===== config.mk =====
export PLATFORM = sky130hd
export DESIGN_NAME = dco_count_reader
export DESIGN_NICKNAME = d
export VERILOG_FILES = /design/src/rtl/dco_count_reader.sv
export SDC_FILE = /design/constraint.sdc
export NUM_CORES = 1
export LEC_CHECK = 0
export ABC_CLOCK_PERIOD_IN_PS = 9200
export BUFFER_PORTS_ARGS = -buffer_cell sky130_fd_sc_hd__buf_2
export CAP_MARGIN = 20
export CORE_ASPECT_RATIO = 0.5
export CORE_MARGIN = 3
export CORE_UTILIZATION = 45
export CTS_BUF_LIST = sky130_fd_sc_hd__clkbuf_16
export CTS_CLUSTER_SIZE = 28
export DETAILED_ROUTE_END_ITERATION = 10
export MAX_ROUTING_LAYER = met4
export SLEW_MARGIN = 20
export SYNTH_ARGS = -nofsm -noshare
export SYNTH_HDL_FRONTEND = slang
export SYNTH_SLANG_ARGS = --single-unit

===== constraint.sdc =====
create_clock -name clk -period 9.2 [get_ports clk]
set_clock_uncertainty 0.15 [all_clocks]
set_input_delay 1.84 -clock clk [delete_from_list [all_inputs] [get_ports clk]]
set_output_delay 1.84 -clock clk [all_outputs]
set_load 0.02 [all_outputs]

===== src/rtl/dco_count_reader.sv =====
// dco_count_reader: unwraps the sampled DCO edge count into per-cycle increments and accumulates variable phase.
module dco_count_reader #(
    parameter int CNT_W        = 7,
    parameter int PHASE_W      = 16,
    parameter int DELTA_MIN    = 1,
    parameter int DELTA_MAX    = 100,
    parameter int DELTA_INIT   = 37,
    parameter int GLITCH_LIMIT = 3
) (
    input  logic               clk,
    input  logic               rst,
    input  logic               en,
    input  logic [CNT_W-1:0]   count,
    output logic [CNT_W-1:0]   delta,
    output logic [PHASE_W-1:0] phase,
    output logic               valid,
    output logic               glitch,
    output logic               lock_lost,
    output logic [7:0]         glitch_cnt
);
    typedef enum logic [1:0] {IDLE, PRIME, RUN} state_t;
    localparam logic [CNT_W-1:0] D_MIN  = CNT_W'(DELTA_MIN);
    localparam logic [CNT_W-1:0] D_MAX  = CNT_W'(DELTA_MAX);
    localparam logic [CNT_W-1:0] D_INIT = CNT_W'(DELTA_INIT);
    localparam logic [7:0]       LIMIT  = 8'(GLITCH_LIMIT);
    state_t             state;
    logic [CNT_W-1:0]   count_q, prev, last_good, raw, inc;
    logic [7:0]         consec;
    logic               good, resync;
    assign raw    = count_q - prev;
    assign good   = raw >= D_MIN && raw <= D_MAX;
    assign inc    = good ? raw : last_good;
    assign resync = !good && consec + 8'd1 >= LIMIT;
    always_ff @(posedge clk) begin
        if (rst) begin
            state      <= IDLE;
            count_q    <= '0;
            prev       <= '0;
            last_good  <= D_INIT;
            consec     <= '0;
            delta      <= '0;
            phase      <= '0;
            valid      <= 1'b0;
            glitch     <= 1'b0;
            lock_lost  <= 1'b0;
            glitch_cnt <= '0;
        end else begin
            count_q <= count;
            if (state == RUN && en) begin
                valid      <= 1'b1;
                glitch     <= !good;
                lock_lost  <= resync;
                delta      <= inc;
                phase      <= phase + PHASE_W'(inc);
                // a rejected sample never becomes the reference: advance prev by the substitute
                prev       <= good ? count_q : prev + last_good;
                last_good  <= inc;
                consec     <= good ? 8'd0 : consec + 8'd1;
                glitch_cnt <= (!good && glitch_cnt != 8'hff) ? glitch_cnt + 8'd1 : glitch_cnt;
                state      <= resync ? PRIME : RUN;
            end else begin
                valid     <= 1'b0;
                glitch    <= 1'b0;
                lock_lost <= 1'b0;
                if (state == PRIME && en) begin
                    prev      <= count_q;
                    last_good <= D_INIT;
                    consec    <= '0;
                    state     <= RUN;
                end else begin
                    state <= (state == IDLE && en) ? PRIME : IDLE;
                end
            end
        end
    end
endmodule


== Word-level counts from Yosys, hierarchy flattened ==
Index checks and enable logic that the tools add are counted.

* Output and inout bits: 34
* Register bits: 65
* Input port bits: 10
* Word-level logic and storage cells: 48

* Add/sub/neg operators: 5
* $lt $le $gt $ge: 3
* Equal/unequal tests: 3
* Muxes and demuxes: 14
* Bitwise operators: 1
* Reductions and logical operators: 11

{| class="wikitable"
|+ Operators by type and width
! cell !! number
|-
| 7-bit two-way mux || 6
|-
| 8-bit two-way mux || 3
|-
| 16-bit by 7-bit adder with 16-bit output || 1
|-
| 8-bit by 1-bit adder with 8-bit output (second input constant) || 2
|-
| 8-bit by 2-bit >= comparator with 1-bit output (second input constant) || 1
|-
| 8-bit inequality test (second input constant) || 1
|-
| 7-bit adder || 1
|-
| 7-bit by 1-bit >= comparator with 1-bit output (second input constant) || 1
|-
| 7-bit less-or-equal comparator (second input constant) || 1
|-
| 7-bit subtractor || 1
|-
| 1-bit logical AND || 6
|-
| 2-bit two-way mux || 3
|-
| 2-bit by 1-bit == test with 1-bit output (second input constant) || 1
|-
| 2-bit == test (second input constant) || 1
|-
| 2-bit logical NOT || 1
|-
| 1-bit two-way mux || 2
|-
| 2-bit AND reduction || 1
|-
| 2-bit nonzero test || 1
|-
| 2-bit OR reduction || 1
|-
| 1-bit logical NOT || 1
|-
| 1-bit NOT || 1
|}

== Depth between registers and ports, before layout ==
Gate-level depths: netlist of run 1.

* Depth in word-level cells: 7
* Mapped depth: 22
* Gate-level depth less buffers: 20

== Least setup slack after synthesis of run 1 ==
OpenSTA, ideal clock, no wires.

* Path type: register to register
* Start: reg count_q[0]
* End: reg phase[12]
* Clock period less this slack: 4.550 ns
* Slack: 4.650 ns
* Cell stages (with the launch flop): 22
* Data required time: 8.922 ns
* Arrival time: 4.273 ns
* Library setup time: 0.128 ns
* Path through: dfxtp_1 -> inv_1 -> ha_1 -> fa_1 -> nand2b_1 -> a21oi_1 -> xnor2_1 -> or4b_4 -> mux2_4 -> clkbuf_1 -> and2_1 -> nor2_1 -> ha_1 -> inv_1 -> fa_1 -> nor2b_1 -> o21ai_0 -> a21oi_1 -> o21ai_0 -> a211oi_1 -> xnor2_1 -> nor2_1

* Word-level cells in the longest chain between the ends: 5

{| class="wikitable"
|+ Ends and longest elaborated chain
! item !! line !! RTL
|-
| start: declaration || 27 || <nowiki>logic [CNT_W-1:0] count_q, prev, last_good, raw, inc;</nowiki>
|-
| start signal: assignment || 48 || <nowiki>count_q <= count;</nowiki>
|-
| 7-bit subtractor * || 30 || <nowiki>assign raw = count_q - prev;</nowiki>
|-
| 7-bit by 1-bit >= comparator with 1-bit output / 7-bit less-or-equal comparator (equally long branches) || 31 || <nowiki>assign good = raw >= D_MIN && raw <= D_MAX;</nowiki>
|-
| 1-bit logical AND || 31 ||
|-
| 7-bit two-way mux * || 32 || <nowiki>assign inc = good ? raw : last_good;</nowiki>
|-
| via inc[0] || 27 ||
|-
| 16-bit by 7-bit adder with 16-bit output * || 54 || <nowiki>phase <= phase + PHASE_W'(inc);</nowiki>
|-
| end signal: assignment || 54 ||
|-
| end: declaration || 15 || <nowiki>output logic [PHASE_W-1:0] phase,</nowiki>
|}

Mark *: on every way through the listed nets, which the timed path passes. The rest lies on a longest branch.
A chain may end at the register's enable or synchronous reset.

== Worst setup path in the final report of run 1 ==
Ends and elaborated chain as after synthesis.

==> results of run 1 <==
-- worst max-delay path: cells and delay by family (launching register included) --
kind	cells	cell delay [ns]
and+or+nand+nor	6	1.26
adders and majority gates	4	1.19
AOI/OAI and AO/OA	5	1.08
muxes	1	0.44
xor gates and xnor gates	2	0.32
DFF	1	0.30
buffers and inverters	2	0.11
-- metal layers --
metal  vias up  wire length [µm]
met1      1564              4500
li1       1664                 -
met2        76              4080
met5         -                 0
met3        12               469
met4         0               128
-- layout by cell type, fill, tap and decap left out, types with 9 or more instances in the layout --
cell / netlist / routed
a21oi_1: 33 / 33
a31oi_1: 11 / 11
buf_2: 1 / 43
clkbuf_16: 0 / 9
dfxtp_1: 65 / 65
ha_1: 24 / 24
inv_1: 23 / 25
nand2_1: 38 / 38
nand3_1: 21 / 21
nor2_1: 39 / 39
nor2b_1: 14 / 14
o21a_1: 9 / 9
o21ai_0: 21 / 21
xnor2_1: 15 / 15
xor2_1: 9 / 9
-- registers in the layout (all words and copies together) (netlist names), 2 cells and up --
name,count
consec,8
state,2
count_q,7
prev,7
last_good,7
phase,16
glitch_cnt,8
delta,7
-- cells by family after synthesis --
family / Yosys count / share of synthesized area [%]
buf+inv: 46 / 4.92
xor+xnor: 24 / 5.70
mux: 6 / 1.87
flops: 65 / 35.3
simple gates: 162 / 22.4
compound gates: 114 / 20.1
fa+ha+maj: 27 / 9.78
-- layout make-up --
class / instances / area, µm²
multi-input cells: 333 / 2200
flip-flops and latches: 65 / 1300
inverters: 24 / 90.1
repair buffers: 47 / 245
well taps: 108 / 135
clock inverters: 6 / 76.3
fillers: 735 / 3350
clock buffers: 9 / 225
-- per-stage QoR --
step / instance area (µm²) / hold slack (ns)
6_report: 4280 / 0.304
5_1_grt: 4280 / 0.357
4_1_cts: 4280 / 0.310
3_5_place_dp: 3980 / 0.303
3_3_place_gp: 3980 / 0.297
2_1_floorplan: 3690 / 0.300
-- cell usage after synthesis, types with 3 or more instances --
master | instances | share of area, %
dfxtp_1 | 65 | 35
nor2_1 | 39 | 4.0
nand2_1 | 38 | 3.9
a21oi_1 | 33 | 4.5
ha_1 | 24 | 8.1
inv_1 | 23 | 2.3
nand3_1 | 21 | 2.9
o21ai_0 | 21 | 2.9
clkbuf_1 | 20 | 2.0
xnor2_1 | 15 | 3.6
nor2b_1 | 14 | 2.4
a31oi_1 | 11 | 1.9
o21a_1 | 9 | 1.8
xor2_1 | 9 | 2.1
o31ai_1 | 8 | 1.6
a211oi_1 | 7 | 1.4
nor3_1 | 7 | 0.95
or4_1 | 7 | 1.4
or3_1 | 6 | 1.0
and2_1 | 4 | 0.68
nand2b_1 | 4 | 0.68
nand4_1 | 4 | 0.68
a221oi_1 | 3 | 0.71
and3_1 | 3 | 0.51
fa_1 | 3 | 1.6
mux2_2 | 3 | 0.92
nand4b_1 | 3 | 0.71
nor4b_1 | 3 | 0.71
o311ai_0 | 3 | 0.71
-- how the worst min path moves through the flow --
| stage | cells after the start | slack [ns] | end |
|---|---|---|---|
| after global routing | 2 | 0.36 | phase[0]$_SDFFE_PP0P_ |
| final | 2 | 0.30 | delta[5]$_SDFFE_PP0P_ |
| after global placement | 2 | 0.30 | delta[5]$_SDFFE_PP0P_ |
| after CTS | 2 | 0.31 | delta[5]$_SDFFE_PP0P_ |
| after detailed placement | 2 | 0.30 | delta[5]$_SDFFE_PP0P_ |
| after floorplan | 2 | 0.30 | last_good[3]$_SDFFE_PP0P_ |
-- power groups by stage --
| stage | sequential, W | clock [W] | combinational [W] |
|---|---|---|---|
| floorplan | 0.000298 | 0 | 0.000110 |
| global placement | 0.000297 | 0 | 0.000140 |
| detailed placement | 0.000298 | 0 | 0.000144 |
| CTS | 0.000292 | 0.000359 | 0.000144 |
| global route | 0.000292 | 0.000370 | 0.000163 |
| finish | 0.000292 | 0.000351 | 0.000145 |
==> results.md, run 1 <==
* Run status: finished, final reports clean
* ANT nets after route at 0
* TritonCTS clock tree: done
* Cts repair resizes at 0
* Worst setup path startpoint: count_q[0]$_SDFF_PP0_
* RSZ-0062 raised after global routing: no
* R2R depth at 20
* Placed cells at 577
* CP Launch Type: flop
* H-tree depth at 3
* Tightest Pin Transition at between 1 and 1.5 ns
* Critical path class: flop to flop
* DRT Wirelength at between 9000 and 10000 µm
* IO Count at 44
* HP Start: delta[5]$_SDFFE_PP0P_
* Fin. Hold Viols at 0
* Sequential area share after synthesis at 35.3%
* Post-synth top flop: dfxtp_1
* Via count at 3316
* Worst EP arrival at 5.04 ns
* Clk_lat worst skew at around 0.33 ns
* Yosys Warn Count at 0
* Initial drt markers at 249
* Net Sw Power at ~0.00022 W
* Min-delay worst type: flop to flop
* First-pass GRT wire length at 15800 µm
* Die Wd at around 130 µm
* Reg power frac at a little under two fifths
* DP HPWL at 6300 µm
* Largest net degree at the start of global routing at 53
* CP Max Fanout at 36
* Synth Area per Inst at 8.30 µm²
* PD cells at between 150 and 200 mW/mm²
* CP max stage cell: or4b_4
* Placer congestion estimate at 0.909
* Clock sinks at between 60 and 70
* RR Startpoint: count_q[0]$_SDFF_PP0_
* Setup crit end: phase[12]$_SDFFE_PP0P_
* Max stage delay on crit path at 0.56 ns
* Worst reg2reg endpoint: phase[12]$_SDFFE_PP0P_
* Clock share of power at between 40% and 50%
* Most Used Layer, Global Route: met2
* Core Util, Final at a little under three fifths
* Starting Density at between 40% and 50%
* Overall power at 0.000788 W
* Initial antenna violation count at 0
* Row Count at 22
* Combinational power share at 18.4%
* Slew Limit Fails at 0
* Max VDD drop at 0.0000980 V
* Internal power at ~0.00057 W
* Num CTS Buffers at 9
* Syn Nets at ~480
* Vias per cell at 5.60
* Vias in the first global route at 3327
* Port Buffers at 43
* GRT Total Usage at 21.2%
* Grt total ovfl at 0
* Final nets at 517
* Post-CTS Setup Bufs at 0
* Finish-stage setup viols at 0
* Mapped cell area at 0.00369 mm²
* Setup_tns at 0 ns
* Die height at about 70 µm
* Period utilisation layout at 54.4%
* Antenna diodes at 0
* Net Sw Frac at 27.3%
* Number of remaining DRC errors at 0
* GRT met3 Usage at 5.76%
* DR WL/cell at 15.5 µm
* Maxcap violations at 0
* Hold-fix buffers, CTS at 0
* FMAX at 0.200 GHz
* Flop2flop setup slack at about 4.2 ns
* Final non-filler cell total at 592
* Root Driver: clkbuf_16
* Area of the die at 0.00938 mm²
* Synth cell types at 58
* Global routing usage on met2 at 32.3%
* Crit. End Element: flop
* Synthesis-to-finish area growth at 16.0%
* Slew HR at 32.4%
* Seq cells post-synth at between 60 and 70
* Clock transition at the registers of the reported paths at 0.05 ns
* Period minus WS final at 5.01 ns
* Met1 usage at 27.7%
* Post-synthesis cell count at 444
* Pleak at around 1.7 nW
* Area of the core at around 0.0076 mm²
* Async S/R FF share, synth at 0%
* Critical Path RT at 9.23 ns
* Pre-CTS WS at 4.23 ns
* Crit-path cells: inv_1 -> ha_1 -> fa_1 -> nand2b_1 -> a21oi_1 -> xnor2_1 -> or4b_4 -> mux2_4 -> and2_1 -> nor2_1 -> ha_1 -> inv_1 -> fa_1 -> nor2b_1 -> o21ai_0 -> a21oi_1 -> o21ai_0 -> a211oi_1 -> xnor2_1 -> nor2_1
* Final WS setup at between 4 and 5 ns
* DR pass1 iterations at 5
* Fraction of layout cells with a size suffix above 1 at 14.3%
* EDFF count, synth at 0
* Deepest clock path buffer count at 2
Note: power is estimated with default switching activity, not from simulation.
==> inputs of run 2 (changes only) <==
--- a/config.mk
+++ b/config.mk
@@ -5,7 +5,7 @@
 export SDC_FILE = /design/constraint.sdc
 export NUM_CORES = 1
 export LEC_CHECK = 0
-export ABC_CLOCK_PERIOD_IN_PS = 9200
+export ABC_CLOCK_PERIOD_IN_PS = 5090
 export BUFFER_PORTS_ARGS = -buffer_cell sky130_fd_sc_hd__buf_2
 export CAP_MARGIN = 20
 export CORE_ASPECT_RATIO = 0.5
==> constraint.sdc (replaced) <==
create_clock -name clk -period 5.09 [get_ports clk]
set_clock_uncertainty 0.15 [all_clocks]
set_input_delay 1.018 -clock clk [delete_from_list [all_inputs] [get_ports clk]]
set_output_delay 1.018 -clock clk [all_outputs]
set_load 0.02 [all_outputs]
==> run 2 against run 1 <==
Effect of this change:
- core utilization rose by 0.098 points
- critical path depth did not move
- worst setup slack got worse by 3.9 ns
- count of clock-buffer cells in the layout did not move
- sequential power rose by 81%
- final area rose by 0.18%
- hold slack improved by 0.0052 ns
- sequential share of layout area fell by 0.053 points
==> results.md, run 2 (synthesized netlist as in run 1, its figures left out) <==
* Synthesis-to-finish area growth at 16.2%
* Starting Density at 48.3%
* CP Max Fanout at 15
* Critical path class: flop to flop
* Die Wd at 134 µm
* Final non-filler cell total at just under 600
* Vias in the first global route at 3283
* Area of the core at 0.00762 mm²
* Vias per cell at 5.56
* FMAX at 0.210 GHz
* Pleak at roughly 1.7 nW
* Largest net degree at the start of global routing at 52
* HP Start: delta[5]$_SDFFE_PP0P_
* Max VDD drop at 0.000184 V
* Area of the die at 0.00938 mm²
* Run status: finished, final reports clean
* Period minus WS final at 4.77 ns
* Num CTS Buffers at 9
* Worst setup path startpoint: count_q[0]$_SDFF_PP0_
* DP HPWL at 6390 µm
* Placed cells at around 580
* Register name with the most flops: phase
* Fraction of layout cells with a size suffix above 1 at 15.0%
* Commonest non-fill, non-tap cell in the layout: dfxtp_1
* Final nets at 519
* Finish-stage setup viols at 0
* R2R depth at 20
* Row Count at 22
* H-tree depth at 3
* Min-delay worst type: flop to flop
* Tightest Pin Transition at 0.835 ns
* Critical Path RT at 5.14 ns
* Hold path depth at 2
* Root Driver: clkbuf_16
* Setup_tns at 0 ns
* Period utilisation layout at 93.6%
* DR WL/cell at roughly 16 µm
* Grt total ovfl at 0
* Port Buffers at 43
* Antenna diodes at 0
* Crit. End Element: flop
* Most frequent cells in the layout: dfxtp_1, buf_2, nor2_1
* Clock sinks at 65
* ANT nets after route at 0
* Die height at 70.0 µm
* GRT Total Usage at 21.3%
* Largest regs: phase (16), consec (8), glitch_cnt (8)
* Via count at 3307
* DRT Wirelength at 9320 µm
* Fin. Hold Viols at 0
* Slew HR at between 40 and 50%
* RR Startpoint: count_q[0]$_SDFF_PP0_
* Placer congestion estimate at 0.892
* Maxcap violations at 0
* CP Launch Type: flop
* Initial drt markers at 131
* Hold slack at 0.309 ns
* Flop2flop setup slack at 0.32 ns
* Deepest clock path buffer count at 2
* DR pass1 iterations at 4
* RSZ-0062 raised after global routing: no
* First-pass GRT wire length at around 16000 µm
* Clock transition at the registers of the reported paths at 0.05 ns
* TritonCTS clock tree: done
* Clk_lat worst skew at between 0.3 and 0.4 ns
* Largest register FFs at 16
* Initial antenna violation count at 0
* PD cells at 323 mW/mm²
* Number of remaining DRC errors at 0
* Worst EP arrival at 4.82 ns
* Slew Limit Fails at 0
* IO Count at 44
## run 2: worst paths after layout
path / endpoint
setup / recovery: phase[14]$_SDFFE_PP0P_
hold / removal: delta[5]$_SDFFE_PP0P_
setup reg to reg: phase[14]$_SDFFE_PP0P_
hold reg to reg: delta[5]$_SDFFE_PP0P_
## run 2: area by class of cell
type | count | area (µm²)
flip-flops and latches | 65 | 1300
inverters | 24 | 90.1
clock inverters | 7 | 53.8
repair buffers | 49 | 260
clock buffers | 9 | 225
multi-input cells | 333 | 2220
well taps | 108 | 135
fillers | 721 | 3340
## run 2: repair_timing
action | 4_1_cts | 5_1_grt
resized for setup | 0 | 4
buffers inserted | 0 | 0
setup endpoints to repair | 0 | 6
hold buffers | 0 | 0
## run 2: critical path, cell delays in order, from the launching register on
cell and delay, ns:
dfxtp_1 0.30, inv_1 0.05, ha_1 0.23, fa_1 0.41, nand2b_1 0.18, a21oi_1 0.16, xnor2_1 0.16, or4b_4 0.56
mux2_4 0.36, and2_1 0.20, nor2_1 0.10, ha_1 0.18, inv_1 0.06, fa_1 0.41, nor2b_1 0.12, o21ai_0 0.11
a21oi_1 0.22, o21ai_1 0.20, a211oi_2 0.28, xnor2_1 0.14, nor2_1 0.05
## run 2: routing by layer
metal / vias to the layer above / global-route usage, % / share of wire [%]
met4: 0 / 8.67 / 2.2
met2: 62 / 32.6 / 43
met5: - / - / 0
met1: 1553 / 27.3 / 51
met3: 22 / 4.96 / 3.9
li1: 1670 / - / -
## run 2: per-stage QoR
step	power (W)	utilization, %	setup WS (ns)	instance area (µm²)
5_1_grt	0.00145	56.2	0.00246	4280
3_5_place_dp	0.000802	52.3	0.259	3990
3_3_place_gp	0.000797	52.3	0.407	3990
6_report	0.00139	56.2	0.325	4280
4_1_cts	0.00140	56.0	0.236	4270
2_1_floorplan	0.000738	-	0.540	3690
## run 2: power by group
| group | internal [W] | switching, W | leakage (nW) |
|---|---|---|---|
| Sequential | 0.000520 | 0.00000829 | 0.527 |
| Clock | 0.000369 | 0.000219 | 0.144 |
| Combinational | 0.000100 | 0.000169 | 1.05 |
